===== src/rtl/dmux_pkg.sv =====
// dmux_pkg: shared widths and slice helper for the 8-way 16-bit stream demux
package dmux_pkg;
    localparam int DMUX_WIDTH = 16;
    localparam int DMUX_WAYS  = 8;
    localparam int DMUX_SEL_W = 3;

    function automatic int slice_lo(input int i);
        return i * DMUX_WIDTH;
    endfunction
endpackage


===== src/rtl/dmux_slot16.sv =====
// dmux_slot16: one-entry holding slot for a single output channel
module dmux_slot16
    import dmux_pkg::*;
(
    input  logic                  clk,
    input  logic                  reset,
    input  logic                  load,
    input  logic [DMUX_WIDTH-1:0] load_data,
    input  logic                  take,
    output logic                  valid,
    output logic [DMUX_WIDTH-1:0] data
);
    logic                  valid_q, valid_d;
    logic [DMUX_WIDTH-1:0] data_q, data_d;

    // a load wins over a take so drain+refill keeps the slot full
    always_comb begin
        valid_d = load ? 1'b1 : (take ? 1'b0 : valid_q);
        data_d  = load ? load_data : data_q;
    end

    // slot state register, cleared asynchronously
    always_ff @(posedge clk or posedge reset) begin
        if (reset) begin
            valid_q <= 1'b0;
            data_q  <= '0;
        end else begin
            valid_q <= valid_d;
            data_q  <= data_d;
        end
    end

    assign valid = valid_q;
    assign data  = data_q;
endmodule


===== src/rtl/dmux8way16_stream.sv =====
// dmux8way16_stream: registered 1-to-8 valid/ready stream demux with stall counter
module dmux8way16_stream
    import dmux_pkg::*;
#(
    parameter int WIDTH = DMUX_WIDTH,
    parameter int WAYS  = DMUX_WAYS
) (
    input  logic                  clk,
    input  logic                  reset,
    input  logic                  in_valid,
    output logic                  in_ready,
    input  logic [WIDTH-1:0]      in_data,
    input  logic [DMUX_SEL_W-1:0] in_sel,
    output logic [WAYS-1:0]       out_valid,
    input  logic [WAYS-1:0]       out_ready,
    output logic [WIDTH*WAYS-1:0] out_data,
    output logic [15:0]           stall_cnt
);
    logic        accept;
    logic [15:0] stall_q, stall_d;

    assign in_ready = !out_valid[in_sel] || out_ready[in_sel];
    assign accept   = in_valid && in_ready;

    for (genvar i = 0; i < WAYS; i++) begin : g_slot
        dmux_slot16 u_slot (
            .clk       (clk),
            .reset     (reset),
            .load      (accept && (in_sel == DMUX_SEL_W'(i))),
            .load_data (in_data),
            .take      (out_ready[i]),
            .valid     (out_valid[i]),
            .data      (out_data[slice_lo(i) +: WIDTH])
        );
    end

    // count stalled cycles, saturating at all-ones
    always_comb begin
        stall_d = (in_valid && !in_ready && stall_q != 16'hFFFF) ? stall_q + 16'd1 : stall_q;
    end

    // stall counter register
    always_ff @(posedge clk or posedge reset) begin
        if (reset) stall_q <= '0;
        else       stall_q <= stall_d;
    end

    assign stall_cnt = stall_q;
endmodule


===== config.mk =====
export PLATFORM = sky130hd
export DESIGN_NAME = dmux8way16_stream
export DESIGN_NICKNAME = d
export VERILOG_FILES = /design/src/rtl/dmux_pkg.sv /design/src/rtl/dmux_slot16.sv /design/src/rtl/dmux8way16_stream.sv
export SDC_FILE = /design/constraint.sdc
export NUM_CORES = 1
export LEC_CHECK = 0
export ABC_AREA = 1
export CORE_MARGIN = 2
export CORE_UTILIZATION = 50
export DETAILED_ROUTE_END_ITERATION = 6
export GPL_TIMING_DRIVEN = 0
export PLACE_DENSITY_LB_ADDON = 0.12
export SLEW_MARGIN = 20
export SYNTH_ARGS = -nofsm -noshare
export SYNTH_HDL_FRONTEND = slang
export SYNTH_SLANG_ARGS = --single-unit

===== constraint.sdc =====
create_clock -name clk -period 9.6 [get_ports clk]
set_input_delay 2.88 -clock clk [delete_from_list [all_inputs] [get_ports clk]]
set_output_delay 2.88 -clock clk [all_outputs]
set_load 0.02 [all_outputs]

==> results of run 1 <==
[cells in the mapped netlist (all sizes together) (2+ instances only)]
master  instances  share of area [%]
nand2         333                 19
dfrtp         152                 56
nand3         148                 11
buf            43                4.7
nand4          32                3.7
nor2           30                1.8
inv            26                1.4
clkbuf         20                1.3
o21ai          10               0.73
xor2            5               0.64
xnor2           2               0.26
[area by class of cell]
class	count	area, µm²
clock inverters	14	146.4
plain buffers	63	410.4
multi-input cells	562	2525
clock buffers	18	429.2
inverters	26	105.1
repair buffers	164	1659
well taps	176	220.2
fillers	1070	3996
flip-flops and latches	152	3804
[state kept, by name, indices dropped and copies added (netlist names)]
name	flops
g_slot.u_slot.valid	8
g_slot.u_slot.data	128
stall_cnt	16
[stage by stage]
stage	total power, W	instance area [µm²]	instances	setup slack [ps]	util, %
after floorplan	0.001189	6837	803	2627	-
after global placement	0.001521	8688	1142	520.6	65.35
after detailed placement	0.001530	8723	1143	1649	65.61
after CTS	0.002192	9299	1175	1646	69.94
after global routing	0.002281	9299	1175	1508	69.94
final	0.002185	9299	1175	1638	69.94
[metal layers]
metal | track usage, % | part of all wire [%] | up-vias
li1 | - | - | 2953
met3 | 9.211 | 8.2 | 20
met2 | 44.84 | 48 | 236
met5 | 0 | 0 | -
met4 | 7.776 | 1.1 | 0
met1 | 40.74 | 43 | 3077
[logic make-up after synthesis]
kind of cell,after synthesis,share of synthesized area [%]
XOR/XNOR,7,0.8968
AO/OA/AOI/OAI,10,0.7319
flip-flops,152,55.64
buffers and inverters,89,7.430
adder cells (fa/ha/maj),1,0.1830
AND/OR/NAND/NOR,544,35.12
[report_power, final]
group	total [W]	internal, W	switching [W]
logic	0.000667	0.000302	0.000365
clock network	0.000661	0.000384	0.000278
registers	0.000857	0.000771	0.0000852
[worst max-delay path, stage by stage]
cell and delay (ps):
clkdlybuf4s50_1 520, buf_4 190, nand2_1 60, o21ai_1 80
nand2_1 70, nand2_1 100, nand2_4 140, nand2_4 190
buf_2 260, inv_1 60, clkdlybuf4s50_1 530
[worst max-delay path by stage]
stage | startpoint | end | slack (ps) | depth (start not counted)
floorplan | reset | g_slot[0].u_slot.data[0]$_DFFE_PP0P_ | 2630 | 1
global placement | reset | g_slot[0].u_slot.data[15]$_DFFE_PP0P_ | 520 | 2
detailed placement | in_sel[0] | in_ready | 1650 | 11
CTS | in_sel[0] | in_ready | 1650 | 11
global route | in_sel[0] | in_ready | 1510 | 11
finish | in_sel[0] | in_ready | 1640 | 11
==> results_dict.tcl, run 1 <==
set metrics [dict create \
    hold_viol 0 \
    rsz0062_at_grt "no" \
    cts.sinks 152 \
    async_flop_share_pct 100.0 \
    wire_per_inst_um 17.47 \
    arrival_ps 5080 \
    track_usage_pct 29.35 \
    ios 183 \
    yosysSeqAreaShare_pct 55.64 \
    cp-end-kind "output pin" \
    cp_max_fo 10 \
    grt_pass1_wl_um 32510 \
    maxSlewViolCount 0 \
    grt_pass1_vias 5854 \
    die_h_um 120.9 \
    fmaxAchievable_ghz 0.1256 \
    min_to "g_slot[6].u_slot.data[10]$_DFFE_PP0P_" \
    initial_utilization_pct 51.42 \
    clk_pin_slew_ps 60 \
    ctsHoldBuffers 0 \
    die_w_um 120.9 \
    antenna_cells 0 \
    max_cap_violations 0 \
    cts.htree.levels 4 \
    cp-start-kind "primary input" \
    grt_overflow 0 \
    worst_pin_slew_ps 647.8 \
    regToRegSetupSlack_ps 7250 \
    drtIter0Drc 685 \
    grt_max_degree 82 \
    route.vias.total 6286 \
    relSlewSlack_pct 56.81 \
    mostFrequentLayoutCells "nand2_1, clkdlybuf4s50_1, dfrtp_1, nand3_1, nor2_1" \
    dp_hpwl_um 14050 \
    drc 0 \
    r2r-start "stall_cnt[0]$_DFFE_PP0P_" \
    cts_tree "yes" \
    synthCells 803 \
    final_common_cell "nand2_1" \
    synth_edf_count 0 \
    fp-row-count 42 \
    cts_resized 0 \
    status "finished clean" \
    synthDistinctLibCells 25 \
    leakage_nw 4.682 \
    core-area_um2 13300 \
    layout.nets 1017 \
    critPathKind "in2out" \
    period_share_pct 82.93 \
    hold_start "g_slot[6].u_slot.data[10]$_DFFE_PP0P_" \
    cts_root_buf "clkbuf_16" \
    fin_worst_hold_slack_ps 479.6 \
    drive_above_1_share_pct 10.21 \
    ys_ff_latch 152 \
    gp_congestion 0.9237 \
    fin_tns_setup_ps 0 \
    syn-num-nets 834 \
    port_buffers 163 \
    p_per_area_nw_per_um2 235.0 \
    ys.flop_type "dfrtp_1" \
    area_growth_pct 36.02 \
    timing.rr.end "stall_cnt[4]$_DFFE_PP0P_" \
    syn_area_per_cell_um2 8.514 \
    wirelength_um 20530 \
    holdCritPathClass "reg2reg" \
    min_period_ps 7962 \
    rr_worst_depth 8 \
    required_ps 6720 \
    first_pass_iters 5 \
    min_path_cells 2 \
    synth.cell_area_um2 6837 \
    dieArea_um2 14620 \
    skew_ps 5.689 \
    finalSetupViolCount 0 \
    post_cts_buffers 0 \
    antenna_found_initial 0 \
    cts_buffer_depth 2 \
    ant_nets 0 \
    drt-vias-per-instance 5.350 \
    numCtsBuffers 17 \
    peakVddDrop_mv 0.1636 \
    clock_latency_ps 430 \
    yosysWarningCount 0 \
]
(Power assumes the default switching activity.)
==> inputs of run 2 (changes only) <==
--- a/config.mk
+++ b/config.mk
@@ -7,7 +7,7 @@
 export LEC_CHECK = 0
 export ABC_AREA = 1
 export CORE_MARGIN = 2
-export CORE_UTILIZATION = 50
+export CORE_UTILIZATION = 44
 export DETAILED_ROUTE_END_ITERATION = 6
 export GPL_TIMING_DRIVEN = 0
 export PLACE_DENSITY_LB_ADDON = 0.12
==> constraint.sdc (replaced) <==
create_clock -name clk -period 6.85 [get_ports clk]
set_input_delay 2.055 -clock clk [delete_from_list [all_inputs] [get_ports clk]]
set_output_delay 2.055 -clock clk [all_outputs]
set_load 0.02 [all_outputs]
==> run 2 against run 1 <==
  * Critical endpoint unchanged
  * Wire length rose by 3.1%
  * Count of clock-buffer cells in the layout rose by 5
  * Sequential power rose by 40%
  * Sequential share of layout area fell by 0.28 points
  * First-iteration DRC count fell by 24%
  * Global-route usage fell by 3.6 points
  * Non-clock buffer count did not move
  * Highest routed layer unchanged
  * Via count fell by 1.2%
==> results_dict.tcl, run 2 (synthesis gave the netlist of run 1 again) <==
set metrics [dict create \
    status "finished clean" \
    final_common_cell "nand2_1" \
    dieArea_um2 16550 \
    p_per_area_nw_per_um2 334.1 \
    cts_resized 0 \
    cts_buffer_depth 2 \
    design_area_um2 9364 \
    clock_latency_ps 430 \
    numCtsBuffers 17 \
    fill_cells 1334 \
    antenna_cells 0 \
    post-place-ws_ps 499.2 \
    cts_tree "yes" \
    grt_overflow 0 \
    track_usage_pct 25.70 \
    drtIter0Drc 521 \
    grt_max_degree 84 \
    die_h_um 128.7 \
    wirelength_um 21180 \
    arrival_ps 4310 \
    cp_max_fo 10 \
    timing.final.ws_setup_ps 481.0 \
    worst_pin_slew_ps 716.9 \
    antenna_found_initial 0 \
    fin_tns_setup_ps 0 \
    required_ps 4800 \
    cts.sinks 152 \
    hold_viol 0 \
    first_pass_iters 5 \
    cp-end-kind "output pin" \
    final_util_pct 61.60 \
    grt_pass1_wl_um 31970 \
    grt_pass1_vias 5732 \
    place_area_um2 8738 \
    skew_ps 8.262 \
    peakVddDrop_mv 0.1983 \
    largest_reg_flops 128 \
    post_cts_buffers 0 \
    die_w_um 128.7 \
    max_cap_violations 0 \
    cp-start-kind "primary input" \
    clk_pin_slew_ps 60 \
    ant_nets 0 \
    port_buffers 163 \
    fin_worst_hold_slack_ps 476.0 \
    mostFrequentLayoutCells "nand2_1, clkdlybuf4s50_1, dfrtp_1, nand3_1, nor2_1" \
    rsz0062_at_grt "no" \
    holdCritPathClass "reg2reg" \
    ios 183 \
    layout.nets 1017 \
    min_period_ps 6369 \
    fmaxAchievable_ghz 0.1570 \
    min_path_cells 2 \
    initial_utilization_pct 44.97 \
    core-area_um2 15200 \
    cts.htree.levels 4 \
    relSlewSlack_pct 52.03 \
    period_share_pct 92.98 \
    critPathKind "in2out" \
    gp_congestion 0.8810 \
    drt-vias-per-instance 5.231 \
    finalSetupViolCount 0 \
    ctsHoldBuffers 0 \
    maxSlewViolCount 0 \
    cts_root_buf "clkbuf_16" \
    drc 0 \
    wire_per_inst_um 17.84 \
    leakage_nw 4.709 \
    route.vias.total 6209 \
    area_growth_pct 36.97 \
    rr_worst_depth 8 \
    dp_hpwl_um 14470 \
    fp-row-count 45 \
    drive_above_1_share_pct 10.11 \
]
-- run 2: cell count changes in the layout (fill, tap and decap cells not counted), sizes merged --
cell,delta
inv,-2
clkinvlp,-2
clkinv,-2
bufinv,+1
clkbuf,+5
-- run 2: layout make-up --
| type | instances | area, µm² | share of cell area (%) |
|---|---|---|---|
| Sequential cell | 152 | 3804 | 40.62 |
| Clock inverter | 9 | 137.6 | 1.470 |
| Timing Repair Buffer | 164 | 1659 | 17.72 |
| Clock buffer | 23 | 488.0 | 5.211 |
| Tap cell | 188 | 235.2 | 2.512 |
| Inverter | 26 | 105.1 | 1.122 |
| Multi-Input combinational cell | 562 | 2525 | 26.96 |
| Buffer | 63 | 410.4 | 4.383 |
-- run 2: final timing paths --
check                                                              to  slack, ps                                  start
min in group asynchronous        g_slot[7].u_slot.data[5]$_DFFE_PP0P_       2060                                  reset
worst min register to register  g_slot[7].u_slot.data[14]$_DFFE_PP0P_        480  g_slot[7].u_slot.data[14]$_DFFE_PP0P_
max in group asynchronous          g_slot[0].u_slot.valid$_DFFE_PP0P_       4010                                  reset
worst max register to register               stall_cnt[8]$_DFFE_PP0P_       4500               stall_cnt[0]$_DFFE_PP0P_
worst max-delay path                                         in_ready        480                              in_sel[0]
worst min-delay path            g_slot[7].u_slot.data[14]$_DFFE_PP0P_        480  g_slot[7].u_slot.data[14]$_DFFE_PP0P_
-- run 2: critical path, stage by stage --
cell,delay [ps]
clkdlybuf4s50_1,550
buf_4,200
nand2_2,70
nor2_1,90
nor2_1,60
nand2_1,90
nand2_4,130
nand2_4,180
buf_2,260
inv_1,70
clkdlybuf4s50_1,530
-- run 2: through the flow --
| stage | std cells | total power, W |
|---|---|---|
| after floorplan | 803 | 0.001666 |
| after global placement | 1154 | 0.002139 |
| after detailed placement | 1155 | 0.002147 |
| after CTS | 1187 | 0.003145 |
| after global routing | 1187 | 0.003272 |
| final | 1187 | 0.003129 |
-- run 2: where the power goes --
group          internal [W]  total, W  switching [W]  leakage [nW]
combinational      0.000423  0.000934       0.000510          2.47
clock              0.000615  0.000993       0.000378         0.304
sequential          0.00108   0.00120       0.000121          1.94
total               0.00212   0.00313        0.00101          4.71
-- run 2: layer usage --
layer / up-vias / track usage, % / part of all wire (%)
met3: 22 / 7.443 / 8.3
li1: 2963 / - / -
met2: 252 / 38.38 / 45
met4: 0 / 7.864 / 1.4
met1: 2972 / 36.58 / 45
met5: - / 0 / 0
==> inputs of run 3 (changes only) <==
--- a/config.mk
+++ b/config.mk
@@ -7,10 +7,10 @@
 export LEC_CHECK = 0
 export ABC_AREA = 1
 export CORE_MARGIN = 2
-export CORE_UTILIZATION = 44
+export CORE_UTILIZATION = 49
 export DETAILED_ROUTE_END_ITERATION = 6
 export GPL_TIMING_DRIVEN = 0
-export PLACE_DENSITY_LB_ADDON = 0.12
+export PLACE_DENSITY = 0.78
 export SLEW_MARGIN = 20
 export SYNTH_ARGS = -nofsm -noshare
 export SYNTH_HDL_FRONTEND = slang
==> constraint.sdc (replaced) <==
create_clock -name clk -period 7.16 [get_ports clk]
set_input_delay 2.148 -clock clk [delete_from_list [all_inputs] [get_ports clk]]
set_output_delay 2.148 -clock clk [all_outputs]
set_load 0.02 [all_outputs]
==> run 3 against run 2 <==
  * Total power decreased by 5.9%
  * Non-clock buffer count unchanged
  * Register-to-register slack improved by 320 ps
  * Largest cell class unchanged
  * Count of clock-buffer cells in the layout decreased by 2
  * Cell area decreased by 0.55%
  * Clock power decreased by 10%
  * Worst setup slack improved by 180 ps
  * Critical endpoint unchanged
  * Sequential power decreased by 4%
  * Critical path type unchanged
  * Hold slack improved by 2.6 ps
==> results_dict.tcl, run 3 (synthesis gave the netlist of run 1 again) <==
set metrics [dict create \
    leakage_nw 4.683 \
    first_pass_iters 5 \
    mostFrequentLayoutCells "nand2_1, clkdlybuf4s50_1, dfrtp_1, nand3_1, nor2_1" \
    min_period_ps 6503 \
    rr_worst_depth 8 \
    maxSlewViolCount 0 \
    cts_tree "yes" \
    rsz0062_at_grt "no" \
    drt-vias-per-instance 5.399 \
    dp_hpwl_um 14360 \
    grt_max_degree 98 \
    worst_pin_slew_ps 708.8 \
    die_w_um 122.1 \
    route.vias.total 6365 \
    design_area_um2 9313 \
    grt_pass1_wl_um 32570 \
    crit_path_top_delay_cell "clkdlybuf4s50_1" \
    port_buffers 163 \
    skew_ps 6.752 \
    required_ps 5010 \
    cts_root_buf "clkbuf_16" \
    ctsHoldBuffers 0 \
    relSlewSlack_pct 52.75 \
    final_common_cell "nand2_1" \
    gp_congestion 0.9330 \
    drive_above_1_share_pct 10.11 \
    cts.sinks 152 \
    cp_max_fo 10 \
    fmaxAchievable_ghz 0.1538 \
    numCtsBuffers 17 \
    fp-row-count 43 \
    drtIter0Drc 633 \
    layout.nets 1017 \
    cts_resized 0 \
    post_cts_buffers 0 \
    cp_slowest_stage_delay_ps 540 \
    core-area_um2 13770 \
    antenna_found_initial 0 \
    antenna_cells 0 \
    hold_start "g_slot[5].u_slot.data[13]$_DFFE_PP0P_" \
    clock_latency_ps 420 \
    min_to "g_slot[5].u_slot.data[13]$_DFFE_PP0P_" \
    path_cells "clkdlybuf4s50_1 -> buf_4 -> nand2_2 -> nor2_1 -> nor2_1 -> nand2_1 -> nand2_4 -> nand2_4 -> buf_2 -> inv_1 -> clkdlybuf4s50_1" \
    clk_pin_slew_ps 60 \
    cts_buffer_depth 2 \
    peakVddDrop_mv 0.1936 \
    ios 183 \
    largest_reg_flops 128 \
    status "finished clean" \
    finalSetupViolCount 0 \
    wire_per_inst_um 17.85 \
    critPathKind "in2out" \
    cts.htree.levels 4 \
    r2r-start "stall_cnt[0]$_DFFE_PP0P_" \
    timing.rr.end "stall_cnt[9]$_DFFE_PP0P_" \
    regToRegSetupSlack_ps 4820 \
    ant_nets 0 \
    min_path_cells 2 \
    die_h_um 122.1 \
    grt_overflow 0 \
    dieArea_um2 14910 \
    initial_utilization_pct 49.64 \
    p_per_area_nw_per_um2 316.1 \
    place_area_um2 8728 \
    holdCritPathClass "reg2reg" \
    area_growth_pct 36.22 \
    max_cap_violations 0 \
    grt_pass1_vias 6010 \
    hold_viol 0 \
    cp-start-kind "primary input" \
    fin_tns_setup_ps 0 \
    arrival_ps 4350 \
    track_usage_pct 29.02 \
    period_share_pct 90.82 \
    cp-end-kind "output pin" \
    wirelength_um 21040 \
    drc 0 \
]
==> run 3: changes by cell type in the layout (fill, tap and decap cells not counted), sizes merged <==
cell / change
clkinv: +3
clkbuf: -2
clkinvlp: +2
inv: -2
bufinv: -1
==> run 3: power by group <==
part / internal [W] / total, W / switching (W)
Sequential: 0.00103 / 0.00115 / 0.000120
Combinational: 0.000405 / 0.000899 / 0.000494
Clock: 0.000531 / 0.000890 / 0.000359
Total: 0.00197 / 0.00294 / 0.000973
==> run 3: per-layer routing <==
metal,track usage [%],routed length (µm),vias up
li1,-,-,2949
met1,38.49,8626,3091
met2,44.48,9829,286
met3,9.972,2084,39
met4,10.34,502,0
met5,0,0,-
==> run 3: worst max-delay path, delay by kind of cell <==
family                 cells  cell delay, ps
buffers and inverters      5            1570
and+or+nand+nor            6             630
==> run 3: layout make-up <==
class | count | area (µm²)
clock inverter | 11 | 123.9
sequential | 152 | 3804
tap | 180 | 225.2
multi-input combinational | 562 | 2525
clock buffer | 21 | 460.4
buffer | 63 | 410.4
timing repair buffer | 164 | 1659
fill | 1137 | 4461
inverter | 26 | 105.1
==> run 3: how the worst max path moves through the flow <==
stage,cells after the start,start,to,slack [ps]
floorplan,1,reset,g_slot[0].u_slot.data[0]$_DFFE_PP0P_,920
global placement,2,reset,g_slot[1].u_slot.data[3]$_DFFE_PP0P_,-1140
detailed placement,11,in_sel[0],in_ready,680
CTS,11,in_sel[0],in_ready,670
global route,11,in_sel[0],in_ready,520
finish,11,in_sel[0],in_ready,660
==> run 3: metrics by stage <==
step | util, % | hold slack, ps | instances | power (W) | setup WS, ps
floorplan | - | 524.3 | 803 | 0.001594 | 918.9
global placement | 63.12 | 461.1 | 1146 | 0.002044 | -1144
detailed placement | 63.37 | 464.3 | 1147 | 0.002055 | 676.4
CTS | 67.61 | 481.0 | 1179 | 0.002954 | 670.1
global route | 67.61 | 502.7 | 1179 | 0.003072 | 516.0
finish | 67.61 | 478.6 | 1179 | 0.002944 | 657.4
